$ cat src/rtl/ysyx_23060187_fetch_pkg.sv
// Shared types and constants for the ysyx_23060187 instruction-fetch sequencer.
// Optional misaligned-redirect fault support is selected with YSYX_23060187_FETCH_MISALIGN_EN.
package ysyx_23060187_fetch_pkg;

    localparam int unsigned XLEN   = 32;
    localparam int unsigned INST_W = 32;

    localparam logic [XLEN-1:0] DEFAULT_RESET_PC = 32'h0000_0000;

`ifdef YSYX_23060187_FETCH_MISALIGN_EN
    typedef enum logic [2:0] {
        ST_IDLE,
        ST_REQ,
        ST_WAIT,
        ST_HOLD,
        ST_FAULT
    } fetch_state_e;
`else
    typedef enum logic [2:0] {
        ST_IDLE,
        ST_REQ,
        ST_WAIT,
        ST_HOLD
    } fetch_state_e;
`endif

    // Sequential successor of a fetch address; wraps naturally at 2^XLEN.
    function automatic logic [XLEN-1:0] seq_pc(input logic [XLEN-1:0] pc);
        return pc + XLEN'(4);
    endfunction

endpackage

$ cat src/rtl/ysyx_23060187_fetch_ctrl.sv
// Instruction-fetch sequencer: owns the PC, keeps one imem request in flight,
// buffers the returned word for decode and applies redirects from execute.
// Define YSYX_23060187_FETCH_MISALIGN_EN to trap misaligned redirect targets in a
// sticky FAULT state; otherwise the target's low two bits are ignored.
module ysyx_23060187_fetch_ctrl
    import ysyx_23060187_fetch_pkg::*;
#(
    parameter logic [XLEN-1:0] RESET_PC = DEFAULT_RESET_PC
) (
    input  logic              clk,
    input  logic              rst,
    input  logic              redirect_valid,
    input  logic [XLEN-1:0]   redirect_pc,
    output logic              imem_req_valid,
    input  logic              imem_req_ready,
    output logic [XLEN-1:0]   imem_req_addr,
    input  logic              imem_rsp_valid,
    input  logic [INST_W-1:0] imem_rsp_data,
    output logic              inst_valid,
    input  logic              inst_ready,
    output logic [XLEN-1:0]   inst_pc,
    output logic [INST_W-1:0] inst_data,
    output logic              fetch_fault
);

    fetch_state_e      state, state_n;
    logic [XLEN-1:0]   pc, pc_n;
    logic [XLEN-1:0]   req_addr, req_addr_n;
    logic              drop, drop_n;
    logic [XLEN-1:0]   inst_pc_n;
    logic [INST_W-1:0] inst_data_n;
    logic              req_valid_n;
    logic              inst_valid_n;
    logic [XLEN-1:0]   redir_tgt;
    logic              misalign;

`ifdef YSYX_23060187_FETCH_MISALIGN_EN
    logic fault, fault_n;
`endif

    assign imem_req_addr = req_addr;

    // Redirect target and misalignment detection.
`ifdef YSYX_23060187_FETCH_MISALIGN_EN
    assign redir_tgt = redirect_pc;
    assign misalign  = redirect_valid && (redirect_pc[1:0] != 2'b00);
`else
    assign redir_tgt = redirect_pc & ~XLEN'(3);
    assign misalign  = 1'b0;
`endif

    // Next-state, PC/address update and registered-output precompute.
    always_comb begin
        state_n     = state;
        pc_n        = pc;
        req_addr_n  = req_addr;
        drop_n      = drop;
        inst_pc_n   = inst_pc;
        inst_data_n = inst_data;

        case (state)
            ST_IDLE: begin
                state_n = ST_REQ;
                if (redirect_valid) begin
                    pc_n       = redir_tgt;
                    req_addr_n = redir_tgt;
                end else begin
                    req_addr_n = pc;
                end
            end
            ST_REQ: begin
                // Address stays put even on redirect; the stale fetch is dropped later.
                if (imem_req_ready) begin
                    state_n = ST_WAIT;
                end
                if (redirect_valid) begin
                    pc_n   = redir_tgt;
                    drop_n = 1'b1;
                end
            end
            ST_WAIT: begin
                if (imem_rsp_valid) begin
                    if (redirect_valid) begin
                        state_n    = ST_REQ;
                        pc_n       = redir_tgt;
                        req_addr_n = redir_tgt;
                        drop_n     = 1'b0;
                    end else if (drop) begin
                        state_n    = ST_REQ;
                        req_addr_n = pc;
                        drop_n     = 1'b0;
                    end else begin
                        state_n     = ST_HOLD;
                        inst_pc_n   = req_addr;
                        inst_data_n = imem_rsp_data;
                    end
                end else if (redirect_valid) begin
                    pc_n   = redir_tgt;
                    drop_n = 1'b1;
                end
            end
            ST_HOLD: begin
                if (redirect_valid) begin
                    state_n    = ST_REQ;
                    pc_n       = redir_tgt;
                    req_addr_n = redir_tgt;
                end else if (inst_ready) begin
                    state_n    = ST_REQ;
                    pc_n       = seq_pc(pc);
                    req_addr_n = seq_pc(pc);
                end
            end
`ifdef YSYX_23060187_FETCH_MISALIGN_EN
            ST_FAULT: begin
                state_n = ST_FAULT;
            end
`endif
            default: begin
                state_n = ST_IDLE;
            end
        endcase

`ifdef YSYX_23060187_FETCH_MISALIGN_EN
        // A misaligned redirect overrides everything and parks the sequencer.
        if (misalign && (state != ST_FAULT)) begin
            state_n = ST_FAULT;
            drop_n  = 1'b0;
        end
        fault_n = (state_n == ST_FAULT);
`endif

        req_valid_n  = (state_n == ST_REQ);
        inst_valid_n = (state_n == ST_HOLD);
    end

    // State, PC, buffer and output registers.
    always_ff @(posedge clk or negedge rst) begin
        if (!rst) begin
            state          <= ST_IDLE;
            pc             <= RESET_PC;
            req_addr       <= RESET_PC;
            drop           <= 1'b0;
            inst_pc        <= '0;
            inst_data      <= '0;
            imem_req_valid <= 1'b0;
            inst_valid     <= 1'b0;
        end else begin
            state          <= state_n;
            pc             <= pc_n;
            req_addr       <= req_addr_n;
            drop           <= drop_n;
            inst_pc        <= inst_pc_n;
            inst_data      <= inst_data_n;
            imem_req_valid <= req_valid_n;
            inst_valid     <= inst_valid_n;
        end
    end

`ifdef YSYX_23060187_FETCH_MISALIGN_EN
    // Sticky fault flag; cleared only by reset.
    always_ff @(posedge clk or negedge rst) begin
        if (!rst) begin
            fault <= 1'b0;
        end else begin
            fault <= fault_n;
        end
    end

    assign fetch_fault = fault;
`else
    assign fetch_fault = 1'b0;
    logic unused_misalign;
    assign unused_misalign = misalign;
`endif

endmodule

$ cat config.mk
export PLATFORM = sky130hd
export DESIGN_NAME = ysyx_23060187_fetch_ctrl
export DESIGN_NICKNAME = d
export VERILOG_FILES = /design/src/rtl/ysyx_23060187_fetch_pkg.sv /design/src/rtl/ysyx_23060187_fetch_ctrl.sv
export SDC_FILE = /design/constraint.sdc
export NUM_CORES = 1
export LEC_CHECK = 0
export CAP_MARGIN = 15
export CORE_UTILIZATION = 53
export CTS_CLUSTER_SIZE = 12
export DETAILED_ROUTE_END_ITERATION = 16
export GPL_TIMING_DRIVEN = 0
export PLACE_DENSITY = 0.93
export SYNTH_ARGS = -nofsm -noshare
export SYNTH_HDL_FRONTEND = slang
export SYNTH_SLANG_ARGS = --single-unit
$ cat constraint.sdc
create_clock -name clk -period 6.2 [get_ports clk]
set_input_delay 0.93 -clock clk [delete_from_list [all_inputs] [get_ports clk]]
set_output_delay 0.93 -clock clk [all_outputs]
set_load 0.005 [all_outputs]
==> summary.md, run 1 <==
| Metric | Value |
|---|---|
| Vias in the first global route | 5848 |
| Final cycle utilization of the critical path | a little over half |
| Grt ovf | 0 |
| Detailed Place HPWL | 13910 um |
| Crit path launch type | input port |
| Clk sinks | ~130 |
| Vias per cell | 6.057 |
| Post-Synthesis Cell Area | roughly 6600 um^2 |
| # rows | 40 |
| Req. time, crit path | roughly 6.5 ns |
| Routed WL per cell | roughly 21 um |
| Total power | around 0.0027 W |
| Worst Path Max Fanout | 10 |
| Die X-Extent | 113.4 um |
| Setup WS post-layout | 2.936 ns |
| First-pass GRT wire length | 31460 um |
| IO Port Bufs | 165 |
| Setup crit end kind | flop |
| CTS Root Buffer Type | clkbuf_16 |
| Setup CP Type | in -> reg |
| WP data arrival | about 3.6 ns |
| # setup viols final | 0 |
| Total negative slack | 0 ns |
| Number of synthesized register bits | 134 |
| Final ANT Viol Nets | 0 |
| Ys flop type | dfrtp_1 |
| Hold slack | 0.3860 ns |
| Peak supply drop | 0.1588 mV |
| Largest cells by area after synthesis | dfrtp_1 (51%), mux2_2 (13%), o21ai_0 (3.8%), nand2_1 (3.4%), a21oi_1 (2.3%) |
| Via Count | 5900 |
| NumNets Final | 866 |
| Status | complete, no violations |
| Num CTS Buffers | 17 |
| Die Y | 113.4 um |
| Detailed-route DRC error count | 0 |
| Synth area leader | dfrtp_1 |
| H-tree depth | 4 |
| ANT cells | 0 |
| Core area | 12060 um^2 |
| Synth async-reset ratio | 100.0% |
| Synth warn | 0 |
| Layout cell share with drive strength beyond 1 | around 17% |
| Worst slew margin | 38.50% |
| Reg clk slew, reported paths | around 0.060 ns |
| Syn-to-layout area delta | 37.05% |
| Slew of the pin with the lowest slew margin | slightly above 0.9 ns |
| Final Routed Wirelength | 20230 um |
| Initial core utilization | between 50% and 60% |
| Number of DRC markers in iteration 0 | 507 |
| Post-synth top area share | 51.02% |
| Cells after Synth | slightly above 600 |
| Gp weighted congestion | 0.9430 |
| DIE AREA | 12850 um^2 |
| CTS resizes | 0 |
| Final Hold Violating Endpoints | 0 |
| Tmin final | 3.264 ns |
| Clock Skews | approximately 0.0064 ns |
| DRT Pass-1 Iters | 6 |
| Post-Syn Area per Cell | between 10 and 15 um^2 |
| Hold crit path type | in -> async |
| Largest net degree at the start of global routing | 105 |
| Worst-Skew Late Latency | 0.42 ns |
| # IOs | 169 |
| Leak Pwr | 3.939 nW |
| Post-synth EDFFs | 0 |
| Slew Limit Fails | 0 |
| Netlist cell types | 57 |
| Highest clock rate | between 300 and 400 MHz |
| Post-place setup slack | approximately 2.7 ns |
| Most frequent cells in the layout | clkdlybuf4s50_1 (164), dfrtp_1 (134), mux2_2 (76) |
| RSZ-0062 raised after global routing | no |
| Power Density | 301.5 nW/um^2 |
| Initial antenna violation count | 0 |
| Max cap viols | 0 |
| Cts hold-fix bufs | 0 |
| Most common cell after layout, fill and taps aside | clkdlybuf4s50_1 |
| Register area share after synthesis | 51.02% |
| TritonCTS clock tree | done |
| Postcts setup bufs | 0 |
| Max Root-Sink Buffers | 2 |
| GR Util All Layers | 32.48% |
-- power breakdown --
part / internal, W / switching (W)
Clock: 0.000565 / 0.000368
Combinational: 0.000373 / 0.000262
Sequential: 0.00102 / 0.000126
Total: 0.00196 / 0.000756
-- registers in the layout, summed over array words and instances, names as in the netlist --
| name | cells |
|---|---|
| imem_req_valid | 1 |
| state | 3 |
| inst_pc | 32 |
| inst_data | 32 |
| drop | 1 |
| inst_valid | 1 |
| imem_req_addr | 32 |
| pc | 32 |
-- cell usage after synthesis (4+ instances only) --
| library cell | n |
|---|---|
| a21boi_0 | 5 |
| a21o_1 | 7 |
| a21oi_1 | 30 |
| a2bb2oi_1 | 5 |
| a31oi_1 | 6 |
| and2_1 | 6 |
| and3_1 | 8 |
| and4_1 | 4 |
| buf_2 | 7 |
| buf_6 | 6 |
| clkbuf_1 | 22 |
| dfrtp_1 | 134 |
| inv_1 | 13 |
| mux2_2 | 76 |
| mux2i_1 | 14 |
| nand2_1 | 60 |
| nand3_1 | 10 |
| nand4_1 | 14 |
| nor2_1 | 36 |
| nor3_1 | 5 |
| nor4_1 | 5 |
| o21ai_0 | 50 |
| o22a_1 | 4 |
| o2bb2ai_1 | 5 |
| o31ai_1 | 19 |
| xnor2_1 | 4 |
-- routing by layer --
layer | global-route usage (%) | routed length (um) | vias up
li1 | - | - | 2590
met1 | 40.97 | 8063 | 2893
met2 | 54.52 | 9960 | 362
met3 | 7.231 | 1566 | 55
met4 | 12.89 | 637 | 0
met5 | 0 | 0 | -
-- kinds of logic after synthesis --
logic type | synth area share (%)
flip-flops | 51.02
XOR/XNOR | 0.6663
AND/OR/NAND/NOR | 13.42
other | 0.05706
multiplexers | 15.15
buffers and inverters | 4.493
adder cells (fa/ha/maj) | 0.1903
AO/OA/AOI/OAI | 15.00
-- worst max-delay path: stages --
cell	delay (ns)
clkdlybuf4s50_1	0.42
buf_2	0.20
o21ai_0	0.27
a221o_2	0.25
clkbuf_1	0.54
clkbuf_1	0.64
a22oi_1	0.22
o31ai_1	0.10
-- stage by stage --
step / utilization (%) / instance area (um^2) / std cells
floorplan: - / 6576 / 610
global placement: 69.96 / 8438 / 943
detailed placement: 70.20 / 8467 / 944
CTS: 74.68 / 9007 / 974
global route: 74.68 / 9007 / 974
finish: 74.68 / 9007 / 974
-- path summary, 6_finish.rpt --
kind / cells past startpoint / slack [ns] / start / end
max: 8 / 2.94 / redirect_valid / imem_req_addr[28]
min in group clk: 1 / 0.49 / pc[0] / pc[0]
max in group asynchronous: 2 / 4.99 / rst / imem_req_addr[22]
max reg2reg: 7 / 3.64 / state[0] / pc[7]
min reg2reg: 1 / 0.49 / pc[0] / pc[0]
min: 1 / 0.39 / rst / imem_req_addr[9]
-- final cells by class --
cell class | count | area [um^2]
flip-flops and latches | 134 | 3353
fillers | 801 | 3054
multi-input cells | 420 | 2928
repair buffers | 166 | 1680
clock buffers | 21 | 460.4
plain buffers | 43 | 246.5
well taps | 168 | 210.2
clock inverters | 9 | 80.08
inverters | 13 | 48.80
Note: power is estimated with default switching activity, not from simulation.
==> run 2, diff against run 1 <==
- CORE_UTILIZATION: 53 -> 45
- PLACE_DENSITY: 0.93 -> 0.84
- clock period: 6.2 -> 2.7 ns (I/O delays scaled with it)
==> run 2 against run 1 <==
Compared with the run above: utilization fell by 10 points; critical path type unchanged; routed wire length fell by 9.6%; critical path depth did not move.
==> summary.md, run 2 (synthesis results as in run 1) <==
| Metric | Value |
|---|---|
| Highest clock rate | between 300 and 400 MHz |
| Reg-to-Reg End | pc[7] |
| R2r setup slk | 0.15 ns |
| H-tree depth | 4 |
| Slew Limit Fails | 0 |
| # setup viols final | 0 |
| RSZ-0062 raised after global routing | no |
| Tmin final | 2.601 ns |
| DIE AREA | 15090 um^2 |
| Req. time, crit path | 3.01 ns |
| Power Density | 685.5 nW/um^2 |
| NumNets Final | between 800 and 900 |
| Max cap viols | 0 |
| Postcts setup bufs | 0 |
| TritonCTS clock tree | done |
| Final cycle utilization of the critical path | ~96% |
| Setup CP Type | in -> reg |
| Top Family by Delay on Critical Path | buffers and inverters |
| CP Cell Sequence | clkdlybuf4s50_1 > buf_2 > nor4bb_1 > or2_2 > buf_2 > clkbuf_1 > nor2_1 > o22a_1 |
| Worst-Skew Late Latency | ~0.42 ns |
| Vias in the first global route | 5427 |
| Layout cell share with drive strength beyond 1 | 16.93% |
| First-pass GRT wire length | about 28000 um |
| Initial core utilization | 46.81% |
| Largest net degree at the start of global routing | 99 |
| ANT cells | 0 |
| Slew of the pin with the lowest slew margin | between 0.9 and 1 ns |
| Clock Skews | 0.006316 ns |
| Die Y | 122.9 um |
| Detailed Place HPWL | 12650 um |
| Initial antenna violation count | 0 |
| CP max-delay cell | nor4bb_1 |
| Num CTS Buffers | 17 |
| Number of buffers and inverters on the critical path | 4 |
| Setup WS post-layout | 0.09905 ns |
| Die X-Extent | 122.9 um |
| Clk sinks | 134 |
| Final Routed Wirelength | 18300 um |
| CTS Root Buffer Type | clkbuf_16 |
| Max Root-Sink Buffers | 2 |
| Worst Path Max Fanout | 10 |
| Most Frequent Cell on Critical Path | buf_2 |
| Most frequent cells in the layout | clkdlybuf4s50_1 (164), dfrtp_1 (134), mux2_2 (76) |
| Worst slew margin | 36.28% |
| Reg2Reg Depth | 7 |
| Crit path launch type | input port |
| Setup crit end kind | flop |
| Detailed-route DRC error count | 0 |
| CP peak stage delay | approximately 0.60 ns |
| DRT Pass-1 Iters | 5 |
| Most common cell after layout, fill and taps aside | clkdlybuf4s50_1 |
| Final ANT Viol Nets | 0 |
| IO Port Bufs | 165 |
| # IOs | 169 |
| Gp weighted congestion | 0.9204 |
| Leak Pwr | slightly below 4 nW |
| Post-place setup slack | -0.3307 ns |
| Final core utilization | between 60% and 70% |
| Routed WL per cell | ~18 um |
| Syn-to-layout area delta | 37.62% |
| Crit Reg-Reg Startpoint | state[0] |
| Core area | roughly 14000 um^2 |
| Status | complete, no violations |
| GR Util All Layers | 25.09% |
| Via Count | 5656 |
| Final Hold Violating Endpoints | 0 |
| # rows | 43 |
| Peak supply drop | 0.4118 mV |
| Grt ovf | 0 |
| Number of DRC markers in iteration 0 | 425 |
| Reg clk slew, reported paths | 0.06 ns |
| Vias per cell | 5.719 |
| WP data arrival | about 2.9 ns |
| Hold crit path type | in -> async |
-- run 2: repair_timing --
| item | CTS | global route |
|---|---|---|
| endpoints found under the hold margin | 36 | 0 |
| gates resized for setup | 0 | 2 |
| hold buffers | 1 | 0 |
| setup endpoints to repair | 0 | 4 |
-- run 2: routing by layer --
metal / global-route usage (%) / wire length, um / vias up
met1: 31.80 / 7299 / 2680
met3: 6.877 / 1978 / 45
li1: - / - / 2600
met2: 39.82 / 8425 / 331
met4: 11.51 / 592 / 0
met5: 0 / 0 / -
-- run 2: report_power, final --
part / internal, W / total [W] / switching, W
clock network: 0.00128 / 0.00216 / 0.000879
registers: 0.00235 / 0.00262 / 0.000275
logic: 0.000855 / 0.00142 / 0.000563
-- run 2: worst max-delay path by stage --
| stage | startpoint | to | slack (ns) | depth (start not counted) |
|---|---|---|---|---|
| 2_1_floorplan | redirect_valid | imem_req_addr[23] | 0.73 | 7 |
| 5_1_grt | redirect_valid | inst_pc[13] | 0.007 | 6 |
| 6_report | redirect_valid | pc[7] | 0.1 | 8 |
| 4_1_cts | redirect_valid | inst_pc[6] | 0.12 | 6 |
| 3_3_place_gp | rst | inst_pc[12] | -4.25 | 1 |
| 3_5_place_dp | redirect_valid | inst_pc[6] | -0.33 | 6 |
-- run 2: layout make-up --
cell class              count  area (um^2)
multi-input cells         420         2928
fillers                  1136         4997
repair buffers            167         1690
clock inverters            13        108.9
well taps                 180        225.2
clock buffers              19        442.9
inverters                  13        48.80
plain buffers              43        247.7
flip-flops and latches    134         3353
-- run 2: metrics by stage --
| stage | instance area (um^2) | power [W] | instances | hold slack [ns] | setup TNS [ns] |
|---|---|---|---|---|---|
| 2_1_floorplan | 6576 | 0.003204 | 610 | 0.1094 | 0 |
| 3_3_place_gp | 8453 | 0.004019 | 955 | 0.4703 | -578.52 |
| 3_5_place_dp | 8482 | 0.004066 | 956 | 0.3287 | -12.45 |
| 4_1_cts | 9044 | 0.006233 | 989 | 0.4496 | 0 |
| 5_1_grt | 9045 | 0.006492 | 989 | 0.4860 | 0 |
| 6_report | 9045 | 0.006200 | 989 | 0.4562 | 0 |
